File: src/rtl/pos_input_ring_node_buffered.sv
// ---------------------------------------------------------------------------
// pos_input_ring_node_buffered
//
// One hop of the position broadcast ring. Each cycle the incoming ring slot
// is registered to the next node with its lifetime decremented. A packet
// whose source cell is a periodic 3D neighbour of the home cell is also
// copied into a first-word-fall-through FIFO toward the PE. If that FIFO is
// full, the packet is recirculated with its lifetime unchanged so it comes
// around again. Free ring slots are filled from a local injection FIFO.
//
// Ports
//   clk, rst                 clock, asynchronous active-high reset
//   i_ring_*                 slot from previous node (lifetime 0 = empty)
//   i_local_*, o_local_ready push side of the local injection FIFO
//   o_*_to_ring              registered slot to next node
//   o_pos_pkt_to_pe(_valid)  PE FIFO head {cid_z,cid_y,cid_x,offset}
//   i_pe_ready               PE accepts the head entry
//   o_dirty_feedback         one-cycle pulse when a hit is deferred
//   o_retry_count            saturating count of deferred hits
// ---------------------------------------------------------------------------
module pos_input_ring_node_buffered #(
    parameter int OFFSET_W      = 27,
    parameter int GCID_W        = 3,
    parameter int CID_W         = 2,
    parameter int LT_W          = 5,
    parameter int INIT_LIFETIME = 8,
    parameter int GRID_X        = 4,
    parameter int GRID_Y        = 4,
    parameter int GRID_Z        = 4,
    parameter int HOME_X        = 0,
    parameter int HOME_Y        = 0,
    parameter int HOME_Z        = 0,
    parameter int INJ_DEPTH     = 8,
    parameter int PE_DEPTH      = 4
) (
    input  logic                         clk,
    input  logic                         rst,
    input  logic [OFFSET_W-1:0]          i_ring_offset_pkt,
    input  logic [3*GCID_W-1:0]          i_ring_gcid,
    input  logic [LT_W-1:0]              i_ring_lifetime,
    input  logic [OFFSET_W-1:0]          i_local_offset_pkt,
    input  logic [3*GCID_W-1:0]          i_local_gcid,
    input  logic                         i_local_valid,
    output logic                         o_local_ready,
    output logic [OFFSET_W-1:0]          o_offset_pkt_to_ring,
    output logic [3*GCID_W-1:0]          o_gcid_to_ring,
    output logic [LT_W-1:0]              o_lifetime_to_ring,
    output logic [OFFSET_W+3*CID_W-1:0]  o_pos_pkt_to_pe,
    output logic                         o_pos_pkt_to_pe_valid,
    input  logic                         i_pe_ready,
    output logic                         o_dirty_feedback,
    output logic [15:0]                  o_retry_count
);

    localparam int INJ_AW = $clog2(INJ_DEPTH);
    localparam int PE_AW  = $clog2(PE_DEPTH);
    localparam int INJ_W  = 3*GCID_W + OFFSET_W;
    localparam int PE_W   = OFFSET_W + 3*CID_W;

    localparam logic [INJ_AW:0] INJ_FULL_CNT = (INJ_AW+1)'(INJ_DEPTH);
    localparam logic [PE_AW:0]  PE_FULL_CNT  = (PE_AW+1)'(PE_DEPTH);
    localparam logic [LT_W-1:0] INIT_LT      = LT_W'(INIT_LIFETIME);

    // Returns {hit, cid} for one dimension. d==0 is tested first so GRID=1
    // maps to cid 1, and d==1 before GRID-1 so GRID=2 maps d=1 to cid 2.
    function automatic logic [CID_W:0] map_dim(input int src, input int home, input int grid);
        int d;
        d = ((src % grid) + grid - (home % grid)) % grid;
        if (d == 0)             return {1'b1, CID_W'(1)};
        else if (d == 1)        return {1'b1, CID_W'(2)};
        else if (d == grid - 1) return {1'b1, CID_W'(0)};
        else                    return '0;
    endfunction

    // ---------------- state ----------------
    logic [INJ_W-1:0]      r_inj_mem [INJ_DEPTH];
    logic [INJ_AW-1:0]     r_inj_wr_ptr, r_inj_rd_ptr;
    logic [INJ_AW:0]       r_inj_count;
    logic                  r_inj_full;

    logic [PE_W-1:0]       r_pe_mem [PE_DEPTH];
    logic [PE_AW-1:0]      r_pe_wr_ptr, r_pe_rd_ptr;
    logic [PE_AW:0]        r_pe_count;
    logic                  r_pe_full;

    logic [OFFSET_W-1:0]   r_out_offset;
    logic [3*GCID_W-1:0]   r_out_gcid;
    logic [LT_W-1:0]       r_out_lifetime;
    logic                  r_dirty;
    logic [15:0]           r_retry_count;

    // ---------------- datapath decode ----------------
    logic [CID_W:0]        w_dim_x, w_dim_y, w_dim_z;
    logic                  w_hit, w_defer, w_pe_wr, w_pe_pop;
    logic [LT_W-1:0]       w_fwd_lt;
    logic                  w_slot_free, w_inj_push, w_inj_pop;
    logic [INJ_AW:0]       w_inj_count_nxt;
    logic [PE_AW:0]        w_pe_count_nxt;
    logic [INJ_W-1:0]      w_inj_head;

    // NOTE: combinational logic uses blocking '=' with a default for every
    // target up front, so no path through the block can infer a latch.
    always_comb begin
        w_dim_x  = map_dim(int'(i_ring_gcid[GCID_W-1:0]),          HOME_X, GRID_X);
        w_dim_y  = map_dim(int'(i_ring_gcid[2*GCID_W-1:GCID_W]),   HOME_Y, GRID_Y);
        w_dim_z  = map_dim(int'(i_ring_gcid[3*GCID_W-1:2*GCID_W]), HOME_Z, GRID_Z);
        w_hit    = (i_ring_lifetime != '0) && w_dim_x[CID_W] && w_dim_y[CID_W] && w_dim_z[CID_W];
        // Full flag is the registered one: a same-cycle pop does not make room.
        w_defer  = w_hit && r_pe_full;
        w_pe_wr  = w_hit && !r_pe_full;
        w_pe_pop = o_pos_pkt_to_pe_valid && i_pe_ready;

        w_fwd_lt = '0;
        if (i_ring_lifetime != '0)
            w_fwd_lt = w_defer ? i_ring_lifetime : i_ring_lifetime - LT_W'(1);
        w_slot_free = (w_fwd_lt == '0);

        w_inj_push = i_local_valid && !r_inj_full;
        w_inj_pop  = w_slot_free && (r_inj_count != '0);
        w_inj_head = r_inj_mem[r_inj_rd_ptr];

        w_inj_count_nxt = r_inj_count;
        if (w_inj_push && !w_inj_pop)      w_inj_count_nxt = r_inj_count + (INJ_AW+1)'(1);
        else if (!w_inj_push && w_inj_pop) w_inj_count_nxt = r_inj_count - (INJ_AW+1)'(1);

        w_pe_count_nxt = r_pe_count;
        if (w_pe_wr && !w_pe_pop)          w_pe_count_nxt = r_pe_count + (PE_AW+1)'(1);
        else if (!w_pe_wr && w_pe_pop)     w_pe_count_nxt = r_pe_count - (PE_AW+1)'(1);
    end

    // NOTE: FIFO storage has no reset; validity comes solely from the
    // counts, which are reset, so stale contents are never observed.
    always_ff @(posedge clk) begin
        if (w_inj_push) r_inj_mem[r_inj_wr_ptr] <= {i_local_gcid, i_local_offset_pkt};
        if (w_pe_wr)    r_pe_mem[r_pe_wr_ptr]   <= {w_dim_z[CID_W-1:0], w_dim_y[CID_W-1:0],
                                                    w_dim_x[CID_W-1:0], i_ring_offset_pkt};
    end

    // NOTE: sequential state uses non-blocking '<=' so every register
    // samples pre-edge values regardless of statement order.
    always_ff @(posedge clk or posedge rst) begin
        if (rst) begin
            r_inj_wr_ptr   <= '0;
            r_inj_rd_ptr   <= '0;
            r_inj_count    <= '0;
            r_inj_full     <= 1'b0;
            r_pe_wr_ptr    <= '0;
            r_pe_rd_ptr    <= '0;
            r_pe_count     <= '0;
            r_pe_full      <= 1'b0;
            r_out_offset   <= '0;
            r_out_gcid     <= '0;
            r_out_lifetime <= '0;
            r_dirty        <= 1'b0;
            r_retry_count  <= '0;
        end else begin
            // Pointers are power-of-2 wide, so increment wraps naturally.
            if (w_inj_push) r_inj_wr_ptr <= r_inj_wr_ptr + INJ_AW'(1);
            if (w_inj_pop)  r_inj_rd_ptr <= r_inj_rd_ptr + INJ_AW'(1);
            r_inj_count <= w_inj_count_nxt;
            r_inj_full  <= (w_inj_count_nxt == INJ_FULL_CNT);

            if (w_pe_wr)  r_pe_wr_ptr <= r_pe_wr_ptr + PE_AW'(1);
            if (w_pe_pop) r_pe_rd_ptr <= r_pe_rd_ptr + PE_AW'(1);
            r_pe_count <= w_pe_count_nxt;
            r_pe_full  <= (w_pe_count_nxt == PE_FULL_CNT);

            if (w_inj_pop) begin
                r_out_lifetime <= INIT_LT;
                r_out_gcid     <= w_inj_head[INJ_W-1:OFFSET_W];
                r_out_offset   <= w_inj_head[OFFSET_W-1:0];
            end else if (w_slot_free) begin
                r_out_lifetime <= '0;
                r_out_gcid     <= '0;
                r_out_offset   <= '0;
            end else begin
                r_out_lifetime <= w_fwd_lt;
                r_out_gcid     <= i_ring_gcid;
                r_out_offset   <= i_ring_offset_pkt;
            end

            r_dirty <= w_defer;
            if (w_defer && (r_retry_count != 16'hFFFF))
                r_retry_count <= r_retry_count + 16'd1;
        end
    end

    assign o_local_ready         = !r_inj_full;
    assign o_offset_pkt_to_ring  = r_out_offset;
    assign o_gcid_to_ring        = r_out_gcid;
    assign o_lifetime_to_ring    = r_out_lifetime;
    assign o_pos_pkt_to_pe_valid = (r_pe_count != '0);
    assign o_pos_pkt_to_pe       = o_pos_pkt_to_pe_valid ? r_pe_mem[r_pe_rd_ptr] : '0;
    assign o_dirty_feedback      = r_dirty;
    assign o_retry_count         = r_retry_count;

endmodule
File: config.mk
export PLATFORM = sky130hd
export DESIGN_NAME = pos_input_ring_node_buffered
export DESIGN_NICKNAME = d
export VERILOG_FILES = /design/src/rtl/pos_input_ring_node_buffered.sv
export SDC_FILE = /design/constraint.sdc
export NUM_CORES = 1
export LEC_CHECK = 0
export CAP_MARGIN = 30
export CORE_AREA = 2 2 238 169
export DETAILED_ROUTE_END_ITERATION = 6
export DIE_AREA = 0 0 240 171
export GPL_ROUTABILITY_DRIVEN = 0
export PLACE_DENSITY = 0.81
export SYNTH_ARGS = -nofsm -noshare
export SYNTH_HDL_FRONTEND = slang
export SYNTH_SLANG_ARGS = --single-unit
export TNS_END_PERCENT = 100
File: constraint.sdc
create_clock -name clk -period 5.45 [get_ports clk]
set_input_delay 1.3625 -clock clk [delete_from_list [all_inputs] [get_ports clk]]
set_output_delay 1.3625 -clock clk [all_outputs]
set_load 0.02 [all_outputs]
==> results.cfg <==
[worst_setup_path]
r2r_slack_ns = 2.61
crit_slowest_cell = or4_4
r2r_start = r_pe_full
cpPeakStageDelay_ns = 0.61
crit_required_ns = 5.91
worstSetupStartpointType = primary input
cp.arrival_ns = 4.83
cp-endpoint = r_inj_full
crit_fanout = 41
crit_cells = 11
cp.buffers_inverters = 2
startpoint = i_ring_lifetime[0]
cp-end-kind = flip-flop
cp_cell_sequence = clkdlybuf4s50_1 -> inv_1 -> ha_1 -> or3b_2 -> a41oi_1 -> mux2_2 -> or4_4 -> or2_4 -> o22ai_2 -> xnor2_1 -> a311oi_1
reg2reg_depth = 7
path_class = primary input to flip-flop
reg2reg_to = r_inj_full
cpLargestDelayFamily = simple AND/OR/NAND/NOR gates

[logic_synthesis]
synthCells = 969
yosys_warnings = 0
yosys.area.top_type = edfxtp_1
ys_seq_elements = 497
synth_area_mm2 = 0.0192
synth_flop_cell = edfxtp_1
synth_top_area_share_pct = 65.8
async_flop_share_pct = 15.5
synth.avg_cell_area_um2 = 19.8
synth_fp_nets = 1064
synth_area_leaders = edfxtp_1 (66%), mux4_2 (12%), dfrtp_1 (10%)
ys_types = 43
synth-edff-count = 420
yosysSeqAreaShare_pct = 75.8

[power_and_ir_drop]
p_per_area_mw_per_mm2 = 499
pwr-share-clk_pct = 27.3
ir_worst_vdd_v = 0.000258
pwr-share-seq_pct = 44.1
p_int_uw = 8200
switching_share_pct = 29.1
power_switching_uw = 3370
comb_power_share_pct = 28.6
p_leak_uw = 0.00782

[timing]
finalCriticalPeriod_ns = 4.37
fin_ws_ns = 1.08
setup_viol = 0
rsz0062_at_grt = false
timing.final.crit_share_pct = 80.2
final_max_slew_viol_count = 0
hold_slack_ns = 0.492
fin_skew_ns = 0.0184
worst_slew_pin_slew_ns = 0.927
fmax_mhz = 229
finalSetupTns_ns = 0
timing_hold_violations_final = 0
slew-limit-headroom_pct = 38.2

[layout]
fin_cells = 1748
stdcell_area_mm2 = 0.0232
drive_gt1_share_pct = 18.3
syn_to_final_growth_pct = 20.8
final_net_count = 1266

[global_route]
grt_pass1_wl_mm = 61.3
grt_overflow = 0
grt_pass1_vias = 10000
grt_max_degree = 43
antenna_found_initial = 6
track_usage_pct = 20.1

[cts]
clkSinkCount = 497
cts_tree = yes
cts_inserted_buffers = 47
clkTransAtPathRegs_ns = 0.06
clock_path_buffers = 3
post_cts_buffers = 0
ctsResizeCount = 0
h-tree-depth = 2
clock_latency_ns = 0.56
ctsHoldBuffers = 0
root_buffer = clkbuf_16

[floorplanning]
die_width_um = 240
dieArea_mm2 = 0.0410
core_mm2 = 0.0391
ios = 174
die_y_um = 171
rows = 61
start_util_pct = 49.1

[job]
drv_cap = 0

[routing]
route.detailed.drc = 0
vias = 9740
firstDrtPassIters = 5
wl_per_cell_um = 23.3
routed_wl_mm = 40.7
ant_nets = 0
drtIter0Drc = 938
vias_per_cell = 5.57

[run_status]
status = finished clean

[placed_design]
place_inst = 1657
port-buffer-count = 173
dp_hpwl_mm = 25.1
dpl_cell_area_mm2 = 0.0217
dpl_worst_slack_ns = 0.500

[hold_path]
holdCritPathClass = flip-flop to flip-flop
==> layout make-up <==
type | count | area [µm²]
Sequential cell | 497 | 14500
Inverter | 15 | 57.6
Multi-Input combinational cell | 413 | 4470
Fill cell | 2773 | 15900
Tap cell | 535 | 669
Clock inverter | 18 | 180
Clock buffer | 70 | 1310
Timing Repair Buffer | 197 | 1930
Antenna cell | 3 | 7.51
==> metal layers <==
metal | up-vias | GRT usage (%) | wire length [µm]
met5 | - | 0 | 37
met4 | 6 | 5.29 | 840
met3 | 65 | 4.90 | 3080
li1 | 4236 | - | -
met2 | 358 | 32.5 | 19700
met1 | 5075 | 27.8 | 17000
==> power by group through the flow <==
stage	registers (µW)	logic [µW]	clock network [µW]
2_1_floorplan	5030	2210	0
4_1_cts	5110	3360	3200
6_report	5110	3310	3150
3_5_place_dp	5180	3330	0
3_3_place_gp	5190	3230	0
5_1_grt	5160	3540	3360
==> through the flow <==
stage	power, µW	util [%]
6_report	11600	59.3
3_3_place_gp	8420	55.4
2_1_floorplan	7240	-
5_1_grt	12100	59.3
4_1_cts	11700	59.3
3_5_place_dp	8510	55.5
==> flip-flops by register name, indices dropped and copies added, names as in the netlist, 4 cells and up <==
signal	cells
o_lifetime_to_ring	5
o_gcid_to_ring	9
r_pe_mem	132
o_offset_pkt_to_ring	27
o_retry_count	16
r_inj_count	4
r_inj_mem	288
==> kinds of logic after synthesis <==
kind of cell	synth area share [%]
AO/OA/AOI/OAI	1.70
flip-flops	75.8
buffers and inverters	1.20
XOR/XNOR	1.28
AND/OR/NAND/NOR	4.53
multiplexers	14.4
adder cells (fa/ha/maj)	1.02
==> cells in the final DEF, fill, tap and decap left out, types with 10 or more instances in the layout <==
cell type and instances:
clkinv_2 10, edfxtp_1 420, xnor2_1 21, clkdlybuf4s50_1 173
and2_1 33, nand2_1 60, nor2_1 16, mux2i_1 36
o21ai_0 44, clkbuf_16 48, dfrtp_1 73, clkbuf_1 19
buf_4 22, mux4_2 105, ha_1 14, inv_1 14
==> Yosys cell counts, drive strengths merged (4+ instances only) <==
cell / instances
edfxtp: 420
mux4: 105
dfrtp: 77
nand2: 60
o21ai: 44
and2: 37
mux2i: 36
clkbuf: 29
xnor2: 21
nor2: 19
buf: 15
inv: 15
ha: 14
nand3: 9
nand2b: 7
xor2: 7
nor2b: 5
and3: 4
mux2: 4
nor3: 4
==> worst min-delay path by stage <==
| stage | slack, ns | cells past startpoint | to | start |
|---|---|---|---|---|
| after floorplan | 0.45 | 1 | r_pe_count[2] | r_pe_count[2] |
| after global placement | 0.48 | 1 | o_retry_count[14] | o_retry_count[14] |
| after detailed placement | 0.48 | 1 | r_pe_count[2] | r_pe_count[2] |
| after CTS | 0.49 | 1 | r_pe_count[2] | r_pe_count[2] |
| after global routing | 0.52 | 1 | r_pe_count[2] | r_pe_count[2] |
| final | 0.49 | 1 | r_pe_count[2] | r_pe_count[2] |
Power figures use the tool's default switching activity.
